===== src/rtl/dmem_arbiter_if.sv =====
// dmem_arbiter_if
//   Bundles the three buses around the data-memory arbiter:
//     cpu_*  pipeline MEM-stage requester (load/store, stall back-pressure)
//     dbg_*  debug / program-loader requester (grant handshake, lock)
//     mem_*  single-port synchronous 64-bit data-memory array
//   slave  : arbiter view (takes requests, drives memory)
//   master : requester/memory-side view (drives requests, memory read data)
//   With MISALIGN_TRAP_EN defined the bundle carries cpu_misalign.
interface dmem_arbiter_if #(parameter int DEPTH_LOG2 = 8);
  logic                  cpu_req;
  logic                  cpu_we;
  logic [63:0]           cpu_addr;
  logic [63:0]           cpu_wdata;
  logic                  cpu_stall;
  logic                  cpu_rvalid;
  logic [63:0]           cpu_rdata;
`ifdef MISALIGN_TRAP_EN
  logic                  cpu_misalign;
`endif
  logic                  dbg_req;
  logic                  dbg_we;
  logic                  dbg_lock;
  logic [63:0]           dbg_addr;
  logic [63:0]           dbg_wdata;
  logic                  dbg_gnt;
  logic                  dbg_rvalid;
  logic [63:0]           dbg_rdata;
  logic                  mem_en;
  logic                  mem_we;
  logic [DEPTH_LOG2-1:0] mem_addr;
  logic [63:0]           mem_wdata;
  logic [63:0]           mem_rdata;

  modport slave (
`ifdef MISALIGN_TRAP_EN
    output cpu_misalign,
`endif
    input  cpu_req, cpu_we, cpu_addr, cpu_wdata,
    output cpu_stall, cpu_rvalid, cpu_rdata,
    input  dbg_req, dbg_we, dbg_lock, dbg_addr, dbg_wdata,
    output dbg_gnt, dbg_rvalid, dbg_rdata,
    output mem_en, mem_we, mem_addr, mem_wdata,
    input  mem_rdata
  );

  modport master (
`ifdef MISALIGN_TRAP_EN
    input  cpu_misalign,
`endif
    output cpu_req, cpu_we, cpu_addr, cpu_wdata,
    input  cpu_stall, cpu_rvalid, cpu_rdata,
    output dbg_req, dbg_we, dbg_lock, dbg_addr, dbg_wdata,
    input  dbg_gnt, dbg_rvalid, dbg_rdata,
    input  mem_en, mem_we, mem_addr, mem_wdata,
    output mem_rdata
  );
endinterface


===== src/rtl/dmem_arbiter.sv =====
// dmem_arbiter
//   Shares one single-port 64-bit data memory between the pipeline MEM stage
//   (cpu_*, priority requester) and a debug/program loader (dbg_*).
//   A starvation counter forces a loader grant after MAX_WAIT denied cycles;
//   dbg_lock lets the loader keep ownership across a burst.
// Ports
//   clk  rising-edge clock
//   rst  asynchronous active-high reset
//   bus  dmem_arbiter_if.slave: cpu requests/stall/read return, loader
//        requests/grant/read return, memory strobe/address/data.
// Grants and memory drive are combinational; owner state, starvation
// counter and read-return valids are registered.
// Optional feature macro: MISALIGN_TRAP_EN (misaligned accesses are granted
// but suppressed; cpu ones raise cpu_misalign for that cycle).
module dmem_arbiter #(
  parameter int DEPTH_LOG2 = 8,
  parameter int MAX_WAIT   = 4,
  parameter int CNT_W      = 3
) (
  input logic           clk,
  input logic           rst,
  dmem_arbiter_if.slave bus
);
  typedef enum logic {ARB = 1'b0, LOCK = 1'b1} state_t;

  localparam logic [CNT_W-1:0] WAIT_SAT = CNT_W'(MAX_WAIT);

  state_t           state_q, state_d;
  logic [CNT_W-1:0] wait_cnt_q, wait_cnt_d;
  logic             cpu_rvalid_q, cpu_rvalid_d;
  logic             dbg_rvalid_q, dbg_rvalid_d;

  logic                  cpu_gnt, dbg_gnt;
  logic                  cpu_ok, dbg_ok;
  logic                  mem_en, mem_we;
  logic [DEPTH_LOG2-1:0] mem_addr;
  logic [63:0]           mem_wdata;

  // Address bits outside the word index only matter for the optional trap.
  logic unused_addr_bits;
  assign unused_addr_bits = ^{bus.cpu_addr[63:DEPTH_LOG2+3], bus.cpu_addr[2:0],
                              bus.dbg_addr[63:DEPTH_LOG2+3], bus.dbg_addr[2:0]};

  always_comb begin
    cpu_ok = 1'b1;
    dbg_ok = 1'b1;
`ifdef MISALIGN_TRAP_EN
    cpu_ok = (bus.cpu_addr[2:0] == 3'b000);
    dbg_ok = (bus.dbg_addr[2:0] == 3'b000);
`endif
  end

  always_comb begin
    // A locked loader keeps the memory; otherwise the cpu has priority
    // unless the loader has waited long enough.
    if (state_q == LOCK && bus.dbg_req && bus.dbg_lock)
      dbg_gnt = 1'b1;
    else
      dbg_gnt = bus.dbg_req && (!bus.cpu_req || wait_cnt_q == WAIT_SAT);
    dbg_gnt = dbg_gnt && !rst;
    cpu_gnt = bus.cpu_req && !dbg_gnt && !rst;

    mem_en    = 1'b0;
    mem_we    = 1'b0;
    mem_addr  = '0;
    mem_wdata = '0;
    if (cpu_gnt && cpu_ok) begin
      mem_en    = 1'b1;
      mem_we    = bus.cpu_we;
      mem_addr  = bus.cpu_addr[DEPTH_LOG2+2:3];
      mem_wdata = bus.cpu_wdata;
    end else if (dbg_gnt && dbg_ok) begin
      mem_en    = 1'b1;
      mem_we    = bus.dbg_we;
      mem_addr  = bus.dbg_addr[DEPTH_LOG2+2:3];
      mem_wdata = bus.dbg_wdata;
    end

    // LOCK exit is handled by the same grant logic: a cycle without a
    // locked request is arbitrated normally and returns to ARB.
    state_d = (dbg_gnt && bus.dbg_lock) ? LOCK : ARB;

    wait_cnt_d = '0;
    if (bus.dbg_req && !dbg_gnt)
      wait_cnt_d = (wait_cnt_q == WAIT_SAT) ? wait_cnt_q : wait_cnt_q + 1'b1;

    cpu_rvalid_d = cpu_gnt && cpu_ok && !bus.cpu_we;
    dbg_rvalid_d = dbg_gnt && dbg_ok && !bus.dbg_we;
  end

  always_ff @(posedge clk or posedge rst) begin
    if (rst) begin
      state_q      <= ARB;
      wait_cnt_q   <= '0;
      cpu_rvalid_q <= 1'b0;
      dbg_rvalid_q <= 1'b0;
    end else begin
      state_q      <= state_d;
      wait_cnt_q   <= wait_cnt_d;
      cpu_rvalid_q <= cpu_rvalid_d;
      dbg_rvalid_q <= dbg_rvalid_d;
    end
  end

  assign bus.cpu_stall  = bus.cpu_req && !cpu_gnt && !rst;
  assign bus.dbg_gnt    = dbg_gnt;
  assign bus.cpu_rvalid = cpu_rvalid_q;
  assign bus.dbg_rvalid = dbg_rvalid_q;
  assign bus.cpu_rdata  = cpu_rvalid_q ? bus.mem_rdata : 64'd0;
  assign bus.dbg_rdata  = dbg_rvalid_q ? bus.mem_rdata : 64'd0;
  assign bus.mem_en     = mem_en;
  assign bus.mem_we     = mem_we;
  assign bus.mem_addr   = mem_addr;
  assign bus.mem_wdata  = mem_wdata;
`ifdef MISALIGN_TRAP_EN
  assign bus.cpu_misalign = cpu_gnt && !cpu_ok;
`endif
endmodule

===== src/flat_wrapper.sv =====
// flat-port wrapper written by rule: the top's interface ports become plain ports
module dmem_arbiter_flat 
#(
  parameter int DEPTH_LOG2 = 8,
  parameter int MAX_WAIT   = 4,
  parameter int CNT_W      = 3
)
  (clk, rst, bus_cpu_req, bus_cpu_we, bus_cpu_addr, bus_cpu_wdata, bus_cpu_stall, bus_cpu_rvalid, bus_cpu_rdata, bus_dbg_req, bus_dbg_we, bus_dbg_lock, bus_dbg_addr, bus_dbg_wdata, bus_dbg_gnt, bus_dbg_rvalid, bus_dbg_rdata, bus_mem_en, bus_mem_we, bus_mem_addr, bus_mem_wdata, bus_mem_rdata);
  dmem_arbiter_if #(.DEPTH_LOG2(DEPTH_LOG2)) bus_i ();
  input logic clk;
  input logic rst;
  input wire logic [$bits(bus_i.cpu_req)-1:0] bus_cpu_req;
  input wire logic [$bits(bus_i.cpu_we)-1:0] bus_cpu_we;
  input wire logic [$bits(bus_i.cpu_addr)-1:0] bus_cpu_addr;
  input wire logic [$bits(bus_i.cpu_wdata)-1:0] bus_cpu_wdata;
  output wire logic [$bits(bus_i.cpu_stall)-1:0] bus_cpu_stall;
  output wire logic [$bits(bus_i.cpu_rvalid)-1:0] bus_cpu_rvalid;
  output wire logic [$bits(bus_i.cpu_rdata)-1:0] bus_cpu_rdata;
  input wire logic [$bits(bus_i.dbg_req)-1:0] bus_dbg_req;
  input wire logic [$bits(bus_i.dbg_we)-1:0] bus_dbg_we;
  input wire logic [$bits(bus_i.dbg_lock)-1:0] bus_dbg_lock;
  input wire logic [$bits(bus_i.dbg_addr)-1:0] bus_dbg_addr;
  input wire logic [$bits(bus_i.dbg_wdata)-1:0] bus_dbg_wdata;
  output wire logic [$bits(bus_i.dbg_gnt)-1:0] bus_dbg_gnt;
  output wire logic [$bits(bus_i.dbg_rvalid)-1:0] bus_dbg_rvalid;
  output wire logic [$bits(bus_i.dbg_rdata)-1:0] bus_dbg_rdata;
  output wire logic [$bits(bus_i.mem_en)-1:0] bus_mem_en;
  output wire logic [$bits(bus_i.mem_we)-1:0] bus_mem_we;
  output wire logic [$bits(bus_i.mem_addr)-1:0] bus_mem_addr;
  output wire logic [$bits(bus_i.mem_wdata)-1:0] bus_mem_wdata;
  input wire logic [$bits(bus_i.mem_rdata)-1:0] bus_mem_rdata;
  assign bus_i.cpu_req = bus_cpu_req;
  assign bus_i.cpu_we = bus_cpu_we;
  assign bus_i.cpu_addr = bus_cpu_addr;
  assign bus_i.cpu_wdata = bus_cpu_wdata;
  assign bus_cpu_stall = bus_i.cpu_stall;
  assign bus_cpu_rvalid = bus_i.cpu_rvalid;
  assign bus_cpu_rdata = bus_i.cpu_rdata;
  assign bus_i.dbg_req = bus_dbg_req;
  assign bus_i.dbg_we = bus_dbg_we;
  assign bus_i.dbg_lock = bus_dbg_lock;
  assign bus_i.dbg_addr = bus_dbg_addr;
  assign bus_i.dbg_wdata = bus_dbg_wdata;
  assign bus_dbg_gnt = bus_i.dbg_gnt;
  assign bus_dbg_rvalid = bus_i.dbg_rvalid;
  assign bus_dbg_rdata = bus_i.dbg_rdata;
  assign bus_mem_en = bus_i.mem_en;
  assign bus_mem_we = bus_i.mem_we;
  assign bus_mem_addr = bus_i.mem_addr;
  assign bus_mem_wdata = bus_i.mem_wdata;
  assign bus_i.mem_rdata = bus_mem_rdata;
  dmem_arbiter #(.DEPTH_LOG2(DEPTH_LOG2), .MAX_WAIT(MAX_WAIT), .CNT_W(CNT_W)) u_core (.clk(clk), .rst(rst), .bus(bus_i));
endmodule

===== config.mk =====
export PLATFORM = sky130hd
export DESIGN_NAME = dmem_arbiter_flat
export DESIGN_NICKNAME = d
export VERILOG_FILES = /design/src/rtl/dmem_arbiter_if.sv /design/src/rtl/dmem_arbiter.sv /design/src/flat_wrapper.sv
export SDC_FILE = /design/constraint.sdc
export NUM_CORES = 1
export LEC_CHECK = 0
export BUFFER_PORTS_ARGS = -buffer_cell sky130_fd_sc_hd__clkbuf_2
export CORE_AREA = 2 2 208 210
export CTS_CLUSTER_DIAMETER = 100
export CTS_CLUSTER_SIZE = 30
export DETAILED_ROUTE_END_ITERATION = 8
export DIE_AREA = 0 0 210 212
export PLACE_DENSITY = 0.32
export SETUP_SLACK_MARGIN = 0.15
export SYNTH_ARGS = -nofsm -noshare
export SYNTH_HDL_FRONTEND = slang
export SYNTH_SLANG_ARGS = --single-unit

===== constraint.sdc =====
create_clock -name clk -period 1.65 [get_ports clk]
set_input_delay 0.165 -clock clk [delete_from_list [all_inputs] [get_ports clk]]
set_output_delay 0.165 -clock clk [all_outputs]
set_load 0.01 [all_outputs]

* Word level (Yosys, flattened, before mapping) *
Cells that the tools add are included.

operators by class
  equal/unequal tests = 2
  add/subtract/negate cells = 1
  multiplexer cells = 14
  reduce and logical (&&, ||, !) cells = 19

operator list
  operator                                      count
  2-to-1 mux 64 bit                             4
  2-to-1 mux 8 bit                              2
  logical AND 1 bit                             12
  logical NOT 1 bit                             6
  2-to-1 mux 1 bit                              6
  2-to-1 mux 3 bit                              2
  adder 3 x 1 -> 3 bit (second input constant)  1
  == test 3 bit (second input constant)         1
  != test 2 bit (second input constant)         1
  logical OR 1 bit                              1

storage, ports and cells
  register bits = 6
  bits of input ports = 327

* Longest topological paths before layout *
Gate-level depths: netlist (run 1).

  depth in word-level cells = 11
  depth in mapped cells = 7

* Least setup slack after synthesis (run 1) *
Ideal clock, no wire load.

  kind = register to output
  start point = register u_core.wait_cnt_q[0]
  end point = output bus_mem_addr[0]
  setup slack = 0.074 ns
  cell stages (with the launch flop) = 8
  required time = 1.485 ns
  arrival = 1.411 ns
  cell sequence = dfrtp_1 > inv_1 > ha_1 > a22o_1 > buf_6 > buf_6 > a21oi_1 > o21a_1

on the way
  longest elaborated chain between the ends = 9

RTL lines
  what                             RTL line            text
  start, declared                  dmem_arbiter.sv:29  logic [CNT_W-1:0] wait_cnt_q, wait_cnt_d;
  start signal, assigned           dmem_arbiter.sv:99  wait_cnt_q <= wait_cnt_d;
  == test 3 bit *                  dmem_arbiter.sv:59  dbg_gnt = bus.dbg_req && (!bus.cpu_req || wait_cnt_q == WAIT_SAT);
  logical OR 1 bit *               dmem_arbiter.sv:59
  logical AND 1 bit *              dmem_arbiter.sv:59
  2-to-1 mux 1 bit *               dmem_arbiter.sv:56  if (state_q == LOCK && bus.dbg_req && bus.dbg_lock)
  logical AND 1 bit *              dmem_arbiter.sv:60  dbg_gnt = dbg_gnt && !rst;
  logical NOT 1 bit                dmem_arbiter.sv:61  cpu_gnt = bus.cpu_req && !dbg_gnt && !rst;
  logical AND 1 bit (2 in series)  dmem_arbiter.sv:61
  2-to-1 mux 8 bit *               dmem_arbiter.sv:67  if (cpu_gnt && cpu_ok) begin
  end, declared                    flat_wrapper.sv:29  output wire logic [$bits(bus_i.mem_addr)-1:0] bus_mem_addr;

Every way passes the cells marked *; elsewhere a longest branch is shown, timed or not.

* Worst setup path after layout (run 1) *
  start point = register u_core.wait_cnt_q[0]
  end point = output bus_mem_wdata[48]

on the way
  longest elaborated chain between the ends = 9

RTL lines
  what                             RTL line            text
  == test 3 bit *                  dmem_arbiter.sv:59
  logical OR 1 bit *               dmem_arbiter.sv:59
  logical AND 1 bit *              dmem_arbiter.sv:59
  2-to-1 mux 1 bit *               dmem_arbiter.sv:56
  logical AND 1 bit *              dmem_arbiter.sv:60
  logical NOT 1 bit                dmem_arbiter.sv:61
  logical AND 1 bit (2 in series)  dmem_arbiter.sv:61
  2-to-1 mux 64 bit *              dmem_arbiter.sv:67
  end, declared                    flat_wrapper.sv:30  output wire logic [$bits(bus_i.mem_wdata)-1:0] bus_mem_wdata;

Marks and branches as above.

==> flow_metrics.env, run 1 <==
export IMPL_outcome="complete, but fails checks"
export IMPL_violations="negative setup slack"
export IMPL_nFillCells=4913
export IMPL_cts_tree="done"
export IMPL_synth_edf_count=0
export IMPL_worstPathArrival_ns=1.76
export IMPL_p_int_mw=1.125
export IMPL_synthFlopType="dfrtp_1"
export IMPL_syn_inst=596
export IMPL_grt_max_degree=71
export IMPL_ys_ff_latch=6
export IMPL_syn_area_um2=3297
export IMPL_ir_drop_mv=0.2217
export IMPL_mostFrequentLayoutCells="398 x clkbuf_2, 147 x nand2_1, 128 x and2_1"
export IMPL_final_setup_worst_slack_ns=-0.2726
export IMPL_drive_above_1_share_pct=52.02
export IMPL_clock_sinks=6
export IMPL_p_clk_share_pct=20.1
export IMPL_remaining_drc_errors=0
export IMPL_pwr_share_seq_pct=8.3
export IMPL_antenna_found_initial=6
export IMPL_crit_fanout=7
export IMPL_p_sw_share_pct=42.32
export IMPL_core_rowCount=76
export IMPL_wl_um=23230
export IMPL_r2r_cells=6
export IMPL_finalPower_mw=1.950
export IMPL_grt_overflow=0
export IMPL_required_ns=1.48
export IMPL_synth_yosys_warnings=0
export IMPL_ff_latch_area_um2=150.1
export IMPL_htree_levels=1
export IMPL_fin_crit_ns=1.923
export IMPL_endpoint_kind="primary output"
export IMPL_power_frac_comb_pct=71.6
export IMPL_io_buffers=420
export IMPL_die_area_um2=44520
export IMPL_worst_pin_slew_ns=0.4159
export IMPL_max_slew_margin_rel_pct=72.27
export IMPL_fin_area_um2=6748
export IMPL_pre_cts_slack_ns=-0.1222
export IMPL_die_height_um=212
export IMPL_yosysSeqAreaShare_pct=4.554
export IMPL_via_per_inst=3.594
export IMPL_finalSetupViolCount=75
export IMPL_hold_path_class="input port to asynchronous set/reset pin"
export IMPL_vias=5528
export IMPL_critPathKind="flop to primary output"
export IMPL_postRouteAntennaNets=0
export IMPL_regToRegStartpoint="u_core.wait_cnt_q[0]"
export IMPL_setup_worst_path_start_class="flop"
export IMPL_rsz0062_at_grt="true"
export IMPL_hold_buffers=0
export IMPL_final_util_pct=15.87
export IMPL_max_clock_freq_mhz=520.1
export IMPL_clk_pin_slew_ns=0.03
export IMPL_grt_use_total_pct=9.359
export IMPL_area_delta_synth_final_pct=104.7
export IMPL_io_pin_count=533
export IMPL_dp_hpwl_um=18780
export IMPL_finalHoldViolations=0
export IMPL_multi_input_area_um2=2988
export IMPL_yosysUniqueCellTypes=23
export IMPL_cts_inserted_buffers=3
export IMPL_fin_nets=1321
export IMPL_grt_pass1_wl_um=31430
export IMPL_p_switching_uw=825.4
export IMPL_place_gp_congestion=0.7483
export IMPL_clock_latency_ns=0.23
export IMPL_layout_commonest_cell="clkbuf_2"
export IMPL_cts_buffer_depth=2
export IMPL_grt_pass1_vias=5041
export IMPL_tns_ns=-16.72
export IMPL_finalClockSkew_ns=0.001885
export IMPL_dr_pass1_iters=4
export IMPL_synth_nets=925
export IMPL_p_per_area_nw_per_um2=289.0
export IMPL_timing_final_crit_share_pct=116.5
export IMPL_die_w_um=210
export IMPL_r2r_end="u_core.bus.cpu_rvalid"
export IMPL_synthArstFlopShare_pct=100.0
export IMPL_post_dp_cell_area_um2=6210
export IMPL_drtIter0Drc=152
export IMPL_core_um2=42510
export IMPL_root_buffer="clkbuf_16"
export IMPL_slew_violations=0
export IMPL_p_leak_nw=3.530
export IMPL_wl_per_cell_um=15.10
export IMPL_maxCapViolCount=0
export IMPL_r2r_slack_ns=0.12
export IMPL_initial_utilization_pct=7.756
export IMPL_syn_avg_cell_area_um2=5.532
==> worst max path at each step <==
stage	depth (start not counted)	start	end
global route	8	u_core.wait_cnt_q[0]	bus_mem_wdata[25]
detailed placement	7	u_core.wait_cnt_q[0]	bus_mem_wdata[27]
CTS	9	u_core.wait_cnt_q[1]	bus_mem_addr[1]
finish	9	u_core.wait_cnt_q[0]	bus_mem_wdata[48]
floorplan	7	u_core.wait_cnt_q[0]	bus_mem_addr[1]
global placement	7	u_core.wait_cnt_q[0]	bus_mem_wdata[27]
==> metrics by stage <==
stage	hold slack, ns	instances
2_1_floorplan	0.2272	596
3_3_place_gp	0.3460	1521
3_5_place_dp	0.3441	1521
4_1_cts	0.1543	1531
5_1_grt	0.1688	1538
6_report	0.1295	1538
==> registers in the layout, indices dropped and copies added (netlist names) <==
name	flops
u_core.wait_cnt_q	3
u_core.bus.cpu_rvalid	1
u_core.bus.dbg_rvalid	1
u_core.state_q	1
==> what timing repair did <==
item	4_1_cts	5_1_grt
pin swaps	31	20
resized for setup	30	51
cloned	3	2
setup buffers	4	3
setup endpoints to repair	81	81
endpoints found under the hold margin	0	0
==> cell families after synthesis <==
kind of cell,Yosys count,share of synthesized area [%]
adder cells (fa/ha/maj),2,0.7589
flip-flops,6,4.554
XOR/XNOR,1,0.2657
buffers and inverters,77,11.23
AO/OA/AOI/OAI,226,40.49
multiplexers,1,0.3036
AND/OR/NAND/NOR,283,42.39
==> layout make-up <==
| class | instances | share of cell area (%) |
|---|---|---|
| Inverter | 5 | 0.2781 |
| Sequential cell | 6 | 2.225 |
| Timing Repair Buffer | 463 | 41.91 |
| Tap cell | 546 | 10.12 |
| Multi-Input combinational cell | 513 | 44.28 |
| Clock buffer | 3 | 1.113 |
| Antenna cell | 2 | 0.07417 |
==> layer usage <==
| layer | vias up | GRT usage [%] | routed length [um] |
|---|---|---|---|
| met3 | 34 | 1.891 | 1619 |
| met5 | - | 0 | 23 |
| met2 | 279 | 17.57 | 11870 |
| met1 | 2455 | 10.24 | 8986 |
| li1 | 2756 | - | - |
| met4 | 4 | 3.840 | 731 |
==> worst max-delay path: stages (launching register included) <==
cell and delay [ns]:
dfrtp_1 0.35, inv_2 0.05, ha_4 0.16, a22oi_2 0.15, buf_6 0.17, buf_12 0.13, buf_16 0.13, a21oi_2 0.05
o21a_1 0.19, buf_6 0.12
==> power groups by stage <==
stage	Clock [mW]	Sequential (mW)	Combinational, mW
floorplan	0	0.163	0.618
global placement	0	0.162	1.31
detailed placement	0	0.162	1.30
CTS	0.396	0.161	1.37
global route	0.407	0.162	1.53
finish	0.392	0.162	1.40
==> cells in the mapped netlist, drive strengths merged (2+ instances only) <==
cell      n  area, um^2
clkbuf   41       153.9
a21oi   148       740.7
buf      31       197.7
nor3      4       20.02
ha        2       25.02
o21a     73       548.0
dfrtp     6       150.1
o21ai     2       10.00
and2    128       800.8
inv       5       18.77
nand2   147       551.8
Note: power is estimated with default switching activity, not from simulation.
==> run 2, diff against run 1 <==
--- a/config.mk
+++ b/config.mk
@@ -6,11 +6,11 @@
 export NUM_CORES = 1
 export LEC_CHECK = 0
 export BUFFER_PORTS_ARGS = -buffer_cell sky130_fd_sc_hd__clkbuf_2
-export CORE_AREA = 2 2 208 210
+export CORE_AREA = 2 2 209 211
 export CTS_CLUSTER_DIAMETER = 100
 export CTS_CLUSTER_SIZE = 30
 export DETAILED_ROUTE_END_ITERATION = 8
-export DIE_AREA = 0 0 210 212
+export DIE_AREA = 0 0 211 213
 export PLACE_DENSITY = 0.32
 export SETUP_SLACK_MARGIN = 0.15
 export SYNTH_ARGS = -nofsm -noshare
==> constraint.sdc (replaced) <==
create_clock -name clk -period 1.6 [get_ports clk]
set_input_delay 0.16 -clock clk [delete_from_list [all_inputs] [get_ports clk]]
set_output_delay 0.16 -clock clk [all_outputs]
set_load 0.01 [all_outputs]
==> run 2 against run 1 <==
  * The run still ends with negative setup slack left
  * Total power up 4.4%
  * Via count up 1.6%
  * Sequential power rose by 4%
  * Clock-buffer cell count unchanged
  * Die area grew 0.95%
  * Clock skew about the same
  * Register-to-register slack worse by 0.11 ns
  * Design area up 0.83%
  * Global-route usage grew 0.41 points
  * Flip-flop and latch count stayed put
  * Non-clock buffer count rose by 9
  * Combinational power is 4% higher
  * Largest cell class unchanged
==> flow_metrics.env, run 2 (synthesized netlist as in run 1, its figures left out) <==
export IMPL_outcome="complete, but fails checks"
export IMPL_violations="negative setup slack"
export IMPL_slew_violations=0
export IMPL_mostFrequentLayoutCells="408 x clkbuf_2, 147 x nand2_1, 128 x and2_1"
export IMPL_wl_per_cell_um=15.70
export IMPL_clock_latency_ns=0.23
export IMPL_endpoint_kind="primary output"
export IMPL_cts_buffer_depth=2
export IMPL_max_clock_freq_mhz=514.5
export IMPL_final_setup_worst_slack_ns=-0.3438
export IMPL_ir_drop_mv=0.2223
export IMPL_setup_worst_path_start_class="flop"
export IMPL_layout_commonest_cell="clkbuf_2"
export IMPL_clk_pin_slew_ns=0.03
export IMPL_max_slew_margin_rel_pct=75.13
export IMPL_finalHoldViolations=0
export IMPL_finalSetupViolCount=75
export IMPL_fin_crit_ns=1.944
export IMPL_core_rowCount=76
export IMPL_fin_nets=1331
export IMPL_io_buffers=420
export IMPL_critPathKind="flop to primary output"
export IMPL_core_um2=42700
export IMPL_hold_path_end="u_core.bus.dbg_rvalid"
export IMPL_initial_utilization_pct=7.722
export IMPL_die_area_um2=44940
export IMPL_r2r_end="u_core.state_q"
export IMPL_rsz0062_at_grt="true"
export IMPL_wl_um=24370
export IMPL_tns_ns=-23.01
export IMPL_area_delta_synth_final_pct=106.4
export IMPL_grt_max_degree=66
export IMPL_r2r_slack_ns=0.01
export IMPL_p_leak_nw=3.567
export IMPL_timing_final_crit_share_pct=121.5
export IMPL_remaining_drc_errors=0
export IMPL_postRouteAntennaNets=0
export IMPL_die_w_um=211
export IMPL_hold_depth=2
export IMPL_antenna_found_initial=12
export IMPL_required_ns=1.44
export IMPL_grt_overflow=0
export IMPL_grt_pass1_wl_um=32510
export IMPL_dr_pass1_iters=4
export IMPL_worstHoldStart="bus_dbg_we"
export IMPL_p_per_area_nw_per_um2=299.2
export IMPL_die_height_um=213
export IMPL_grt_pass1_vias=5079
export IMPL_grt_use_total_pct=9.764
export IMPL_hold_path_class="input port to flop"
export IMPL_cts_inserted_buffers=3
export IMPL_clock_sinks=6
export IMPL_drtIter0Drc=186
export IMPL_dp_hpwl_um=20040
export IMPL_drive_above_1_share_pct=52.00
export IMPL_r2r_cells=9
export IMPL_largest_reg_flops=3
export IMPL_root_buffer="clkbuf_16"
export IMPL_worst_pin_slew_ns=0.3731
export IMPL_top_register="u_core.wait_cnt_q"
export IMPL_hold_ws_ns=0.1294
export IMPL_nFillCells=5012
export IMPL_htree_levels=1
export IMPL_regToRegStartpoint="u_core.wait_cnt_q[0]"
export IMPL_place_gp_congestion=0.8183
export IMPL_vias=5614
export IMPL_cts_tree="done"
export IMPL_finalPower_mw=2.036
export IMPL_maxCapViolCount=0
export IMPL_crit_fanout=9
export IMPL_worstPathArrival_ns=1.78
export IMPL_finalClockSkew_ns=0.002053
export IMPL_via_per_inst=3.617
export IMPL_io_pin_count=533
## run 2: changes by cell type in the layout (fill, tap and decap cells not counted), moves of 3 or more
| cell | previous run | this run |
|---|---|---|
| a21oi_1 | 110 | 119 |
| a21oi_2 | 37 | 28 |
| buf_16 | 3 | 0 |
| buf_2 | 16 | 4 |
| buf_4 | 15 | 25 |
| clkbuf_2 | 398 | 408 |
| diode_2 | 2 | 6 |
| nor3_1 | 3 | 0 |
| nor3_2 | 1 | 4 |
## run 2: worst max path at each step
stage,startpoint,to,slack [ns],depth (start not counted)
floorplan,u_core.wait_cnt_q[0],bus_mem_addr[1],0.07,7
global placement,u_core.wait_cnt_q[0],bus_mem_wdata[24],-0.16,8
detailed placement,u_core.wait_cnt_q[0],u_core.bus.cpu_rvalid,-0.16,5
CTS,u_core.wait_cnt_q[1],bus_mem_wdata[21],-0.34,8
global route,u_core.wait_cnt_q[1],bus_mem_wdata[5],-0.41,8
finish,u_core.wait_cnt_q[0],bus_mem_addr[0],-0.34,8
## run 2: where the power goes
part	internal [mW]	total, mW	switching, mW
clock	0.321	0.405	0.0844
sequential	0.160	0.168	0.00742
combinational	0.696	1.46	0.766
## run 2: what timing repair did
action                                  CTS  global route
gates cloned                              1             3
endpoints found under the hold margin     0             0
endpoints found under the setup margin   79            81
hold buffers                              0             0
gates resized for setup                  25            37
pin swaps                                15            12
buffers inserted                          5             3
## run 2: metal layers
| metal | vias to the layer above | global-route usage (%) | routed length [um] |
|---|---|---|---|
| met5 | - | 0 | 0 |
| met4 | 0 | 4.104 | 787 |
| met3 | 27 | 2.118 | 1689 |
| met2 | 277 | 18.47 | 12570 |
| met1 | 2525 | 10.42 | 9317 |
| li1 | 2785 | - | - |
## run 2: worst max-delay path, cell delays in order, from the launching register on
cell	delay [ns]
dfrtp_1	0.35
inv_2	0.05
ha_4	0.17
a22oi_2	0.22
buf_12	0.21
clkbuf_16	0.17
a21oi_1	0.06
o21a_1	0.19
clkbuf_2	0.12
## run 2: cell type report
cell class / instances / area, um^2 / share of cell area, %
multi-input cells: 514 / 2998 / 44.06
repair buffers: 472 / 2864 / 42.09
well taps: 546 / 683.2 / 10.04
flip-flops and latches: 6 / 150.1 / 2.207
clock buffers: 3 / 75.07 / 1.103
inverters: 5 / 18.77 / 0.2758
diodes: 6 / 15.01 / 0.2207
## run 2: stage by stage
step	setup slack, ns	std cells	util, %	area, um^2
floorplan	0.06677	596	-	3342
global placement	-0.1559	1531	14.78	6310
finish	-0.3438	1552	15.94	6804
detailed placement	-0.1613	1531	14.78	6310
CTS	-0.3447	1540	15.37	6564
global route	-0.4102	1551	15.93	6802
